===== src/rtl/mac_requant.sv =====
// Requantization back-end for the MAC: scales, rounds, shifts and saturates
// packed accumulator lanes into packed low-precision operand words.
module mac_requant #(
  parameter int ACC_W   = 24,
  parameter int OUT_W   = 16,
  parameter int SCALE_W = 8,
  parameter int CNT_W   = 16
) (
  input  logic               clk,
  input  logic               rst_n,
  input  logic               in_valid,
  output logic               in_ready,
  input  logic [3:0]         in_mode,
  input  logic [ACC_W-1:0]   in_acc,
  input  logic [SCALE_W-1:0] cfg_scale,
  input  logic [4:0]         cfg_shift,
  output logic               out_valid,
  input  logic               out_ready,
  output logic [OUT_W-1:0]   out_data,
  output logic [3:0]         out_mode,
  output logic               err,
  output logic [CNT_W-1:0]   sat_cnt,
  input  logic               sat_clr
);

  localparam int PW   = 34;
  localparam int SW   = ACC_W / 4;
  localparam int MW   = ACC_W / 2;
  localparam int OW_S = OUT_W / 4;
  localparam int OW_M = OUT_W / 2;

  localparam logic signed [PW-1:0] HI_S = PW'(2**(OW_S-1) - 1);
  localparam logic signed [PW-1:0] LO_S = -PW'(2**(OW_S-1));
  localparam logic signed [PW-1:0] HI_M = PW'(2**(OW_M-1) - 1);
  localparam logic signed [PW-1:0] LO_M = -PW'(2**(OW_M-1));
  localparam logic signed [PW-1:0] HI_L = PW'(2**(OUT_W-1) - 1);
  localparam logic signed [PW-1:0] LO_L = -PW'(2**(OUT_W-1));

  localparam logic [OUT_W-1:0] LM_S = OUT_W'(2**OW_S - 1);
  localparam logic [OUT_W-1:0] LM_M = OUT_W'(2**OW_M - 1);

  typedef enum logic [1:0] {FMT_S, FMT_M, FMT_L, FMT_BAD} fmt_e;

  // Handshake
  logic s1_v, s2_v, s1_adv, s2_adv, accept;

  assign s2_adv    = ~s2_v | out_ready;
  assign s1_adv    = ~s1_v | s2_adv;
  assign in_ready  = s1_adv;
  assign accept    = in_valid & in_ready;
  assign out_valid = s2_v;

  // Input decode and lane products
  fmt_e                  in_fmt;
  logic signed [PW-1:0]  lane    [4];
  logic signed [PW-1:0]  prod    [4];
  logic signed [PW-1:0]  scale_x;

  always_comb begin
    case (in_mode)
      4'b0010: in_fmt = FMT_S;
      4'b0100: in_fmt = FMT_M;
      4'b1000: in_fmt = FMT_L;
      default: in_fmt = FMT_BAD;
    endcase
  end

  always_comb begin
    scale_x = $signed({{(PW-SCALE_W){1'b0}}, cfg_scale});
    for (int unsigned i = 0; i < 4; i++) lane[i] = '0;
    case (in_fmt)
      FMT_S: begin
        for (int unsigned i = 0; i < 4; i++)
          lane[i] = {{(PW-SW){in_acc[SW*i+SW-1]}}, in_acc[SW*i +: SW]};
      end
      FMT_M: begin
        lane[0] = {{(PW-MW){in_acc[MW-1]}}, in_acc[MW-1:0]};
        lane[1] = {{(PW-MW){in_acc[ACC_W-1]}}, in_acc[ACC_W-1:MW]};
      end
      FMT_L: lane[0] = {{(PW-ACC_W){in_acc[ACC_W-1]}}, in_acc};
      default: ;
    endcase
    for (int unsigned i = 0; i < 4; i++) prod[i] = lane[i] * scale_x;
  end

  // Stage 1 registers
  fmt_e                  s1_fmt;
  logic [3:0]            s1_mode;
  logic [4:0]            s1_shift;
  logic signed [PW-1:0]  s1_p [4];

  // Stage 2 combinational: round, shift, clamp, pack
  logic signed [PW-1:0]  rnd, hi, lo;
  logic signed [PW-1:0]  sum [4];
  logic signed [PW-1:0]  y   [4];
  logic [OUT_W-1:0]      v   [4];
  logic [3:0]            f;
  logic [OUT_W-1:0]      s2_data;
  logic [2:0]            nsat;
  logic [CNT_W:0]        cnt_sum;
  logic [CNT_W-1:0]      cnt_next;

  always_comb begin
    rnd = '0;
    if (s1_shift != 5'd0) rnd = {{(PW-1){1'b0}}, 1'b1} << (s1_shift - 5'd1);
    case (s1_fmt)
      FMT_S:   begin hi = HI_S; lo = LO_S; end
      FMT_M:   begin hi = HI_M; lo = LO_M; end
      default: begin hi = HI_L; lo = LO_L; end
    endcase
    for (int unsigned i = 0; i < 4; i++) begin
      sum[i] = s1_p[i] + rnd;
      y[i]   = sum[i] >>> s1_shift;
      f[i]   = 1'b0;
      if (y[i] > hi) begin
        v[i] = hi[OUT_W-1:0];
        f[i] = 1'b1;
      end else if (y[i] < lo) begin
        v[i] = lo[OUT_W-1:0];
        f[i] = 1'b1;
      end else begin
        v[i] = y[i][OUT_W-1:0];
      end
    end
  end

  // Only lanes that exist in the beat's format are packed and counted
  always_comb begin
    case (s1_fmt)
      FMT_S: begin
        s2_data = (v[0] & LM_S) | ((v[1] & LM_S) << OW_S) |
                  ((v[2] & LM_S) << (2*OW_S)) | ((v[3] & LM_S) << (3*OW_S));
        nsat = {2'b0, f[0]} + {2'b0, f[1]} + {2'b0, f[2]} + {2'b0, f[3]};
      end
      FMT_M: begin
        s2_data = (v[0] & LM_M) | ((v[1] & LM_M) << OW_M);
        nsat    = {2'b0, f[0]} + {2'b0, f[1]};
      end
      default: begin
        s2_data = v[0];
        nsat    = {2'b0, f[0]};
      end
    endcase
    cnt_sum  = {1'b0, sat_cnt} + {{(CNT_W-2){1'b0}}, nsat};
    cnt_next = cnt_sum[CNT_W] ? '1 : cnt_sum[CNT_W-1:0];
  end

  always_ff @(posedge clk) begin
    if (!rst_n) begin
      s1_v     <= 1'b0;
      s2_v     <= 1'b0;
      err      <= 1'b0;
      s1_fmt   <= FMT_BAD;
      s1_mode  <= '0;
      s1_shift <= '0;
      for (int unsigned i = 0; i < 4; i++) s1_p[i] <= '0;
      out_data <= '0;
      out_mode <= '0;
      sat_cnt  <= '0;
    end else begin
      err <= accept & (in_fmt == FMT_BAD);
      if (s1_adv) begin
        s1_v <= accept & (in_fmt != FMT_BAD);
        if (accept) begin
          s1_fmt   <= in_fmt;
          s1_mode  <= in_mode;
          s1_shift <= cfg_shift;
          for (int unsigned i = 0; i < 4; i++) s1_p[i] <= prod[i];
        end
      end
      if (s2_adv) begin
        s2_v <= s1_v;
        if (s1_v) begin
          out_data <= s2_data;
          out_mode <= s1_mode;
        end
      end
      if (sat_clr)
        sat_cnt <= '0;
      else if (s1_v && s2_adv)
        sat_cnt <= cnt_next;
    end
  end

endmodule


===== config.mk =====
export PLATFORM = sky130hd
export DESIGN_NAME = mac_requant
export DESIGN_NICKNAME = d
export VERILOG_FILES = /design/src/rtl/mac_requant.sv
export SDC_FILE = /design/constraint.sdc
export NUM_CORES = 2
export LEC_CHECK = 0
export CORE_ASPECT_RATIO = 1.5
export CORE_MARGIN = 3
export CORE_UTILIZATION = 65
export DETAILED_ROUTE_END_ITERATION = 6
export GPL_TIMING_DRIVEN = 1
export MAX_ROUTING_LAYER = met4
export PLACE_DENSITY = 0.89
export RECOVER_POWER = 25
export SYNTH_ARGS = -nofsm -noshare
export SYNTH_HDL_FRONTEND = slang
export SYNTH_SLANG_ARGS = --single-unit

===== constraint.sdc =====
create_clock -name clk -period 24 [get_ports clk]
set_input_delay 4.8 -clock clk [delete_from_list [all_inputs] [get_ports clk]]
set_output_delay 4.8 -clock clk [all_outputs]
set_load 0.03 [all_outputs]

==> summary.txt <==
Commonest cells after routing, fill and taps aside = inv_1 (550), nand2_1 (522), nor2_1 (464), ha_1 (400), a21oi_1 (342)
Largest net degree at the start of global routing = 106
# H-tree levels = 4
DRT iter0 DRCs = 4896
P_leak = 21.1 nW
ANT nets after route = 0
Final hold violations = 0
DR vias/cell = 6.86
Worst Hold Depth = 2
Max incr delay on CP = 910 ps
Initial antenna violation count = 1
Die ar. = 69100 sq um
FF-to-FF End = sat_cnt[0]
Worst-skew pair later-pin latency = 520 ps
Post-synth EDFFs = 136
CTS tree = yes
Post-Place Worst Slack = 10690 ps
DP HPWL = 117000 microns
IO Port Bufs = 84
CP max stage cell = dfxtp_2
Worst-case reg-to-reg path depth = 45
Wirelength, routed = 149000 microns
Post-CTS Resized = 0
Clk slew on worst S/H paths = 90 ps
Cts hold-fix bufs = 0
Clock sink total = 186
Pwr dens = 34.0 nW/um^2
R2R Setup Slk = 10830 ps
Failing checks = max-capacitance violations, max-slew violations
Setup Buffers After CTS = 0
Inserted Diodes = 0
I/O pin count = 85
WS Path Type = reg -> reg
GPL Wtd Cong = 1.08
Worst path bufs/invs = 3
Crit Path Max Fanout = 47
Vias = 42500
Cell count after synthesis = 5478
Leading cell type in the layout, fill and taps excluded = inv_1
Cell Area, Synth = 42800 sq um
CP endpoint = sat_cnt[0]
Status = finished with violations
Worst Hold Class = reg -> reg
Grt total ovfl = 0
Final Critical Period = 13170 ps
Slew @ Worst Pin = 2970 ps
F_max = 75.9 MHz
#FFs+latches synth = 186
Overall Global Routing Usage = 43.6%
Drt drc = 0
TNS Setup = 0 ps
Initial core utilization = 66.0%
CTS Buffer Depth = 2
Rel. slew slack = -98.9%
Area growth from synthesis to layout = 4.11%
Top Family by Delay on Critical Path = compound AO/OA/AOI/OAI gates
Nets = 6093
Worst setup margin = 10830 ps
Die height = 320 microns
Final setup fails = 0
Most used cell, CP = a21oi_1
First-pass GRT wire length = 231000 microns
CTS buffer count = 17
DRT Pass-1 Iters = 7
Core area = 64900 sq um
Syn_area_per_cell = 7.82 sq um
Cell depth of the worst setup path = 45
Crit path capture type = flop
Worst EP required = 24370 ps
Peak supply drop = 45.9 uV
Ys Warns = 0
CTS root buffer = clkbuf_16
Die X = 216 microns
Final Cycle Share = 54.9%
Wire per inst = 24.0 microns
Max Clock Skew = 17.5 ps
Hold_sp = out_data[6]
Max-cap violations = 2
Crit path DAT = 13550 ps
Async S/R FF share, synth = 0%
R2R Path Start = s1_shift[4]
Post-synthesis sequential area ratio = 11.9%
Post-synth cell types = 102
Rows = 114
Proportion of layout cells with a drive suffix above 1 = 4.75%
Setup crit start = s1_shift[4]
Fin. max-slew vios = 97
Dominant synthesized flop cell = edfxtp_1
RSZ-0062 raised after global routing = false
CP Launch Type = flop
Vias in the first global route = 41600
## per-layer routing
layer | GRT usage (%) | part of all wire [%] | vias up | routed length [microns]
li1 | - | - | 19100 | -
met1 | 49.6 | 36 | 20000 | 52900
met2 | 67.8 | 45 | 2565 | 66300
met3 | 8.20 | 9.8 | 795 | 14500
met4 | 34.5 | 10 | 0 | 14900
met5 | - | 0 | - | 0
## worst reg2reg max path: cells and delay by family (launching register included)
kind                       cells  cell delay, ps
AOI/OAI and AO/OA             20            4860
adders and majority gates      6            2200
buffers and inverters          3             670
DFF                            1             910
muxes                          1             150
and+or+nand+nor               15            4240
## state kept, by name (all words and copies together), names as in the netlist
signal / count
err: 1
out_data: 16
out_mode: 4
out_valid: 1
s1_fmt: 2
s1_mode: 4
s1_p: 136
s1_shift: 5
s1_v: 1
sat_cnt: 16
## synth_stat cells (67+ instances only)
master / count / area (sq um)
clkbuf_1: 264 / 991
inv_1: 553 / 2080
a21oi_1: 342 / 1710
ha_1: 400 / 5000
nor2_1: 464 / 1740
o21ai_0: 240 / 1200
edfxtp_1: 136 / 4080
mux2i_1: 97 / 971
fa_1: 333 / 6670
and2_1: 201 / 1260
xnor2_1: 107 / 937
nand3_1: 153 / 766
nand4_1: 67 / 419
nand2_1: 522 / 1960
a21o_1: 115 / 863
and3_1: 152 / 951
nor3_1: 125 / 626
a211oi_1: 86 / 646
## layout make-up
cell class	instances	area (sq um)
repair buffers	148	1300
well taps	870	1090
fillers	5372	20300
clock inverters	14	123
inverters	556	2100
multi-input cells	4405	34400
clock buffers	18	450
flip-flops and latches	186	5100
## per-stage QoR
step           area [sq um]  util, %  hold slack, ps  instances  power [mW]
5_1_grt               44600     68.7             501       6197        1.60
6_report              44600     68.7             474       6197        1.52
4_1_cts               44600     68.7             474       6197        1.49
2_1_floorplan         42800        -             441       5481       0.969
3_5_place_dp          44000     67.8             463       6165        1.20
3_3_place_gp          44000     67.8             450       6165        1.18
## power breakdown
part           internal (mW)  switching (mW)  total [mW]
registers              0.370          0.0232       0.394
logic                  0.293           0.540       0.832
clock network          0.142           0.148       0.290
## worst min path at each step
stage                              to  slack, ps
after CTS                 out_mode[2]        470
after global placement    out_mode[1]        450
final                     out_data[6]        470
after global routing      out_data[4]        500
after detailed placement  out_mode[2]        460
after floorplan           out_mode[0]        440
## cells by family (layout without fill, tap and decap cells)
family	Yosys count	count (layout)	share of synthesized area (%)
buffers and inverters	890	736	7.87
other	1	4	0.00876
muxes	173	173	5.40
adders and majority gates	735	735	27.3
AOI/OAI and AO/OA	1396	1396	22.2
xor gates and xnor gates	168	168	3.48
DFF	186	186	11.9
and+or+nand+nor	1929	1929	21.9
(Power assumes the default switching activity.)
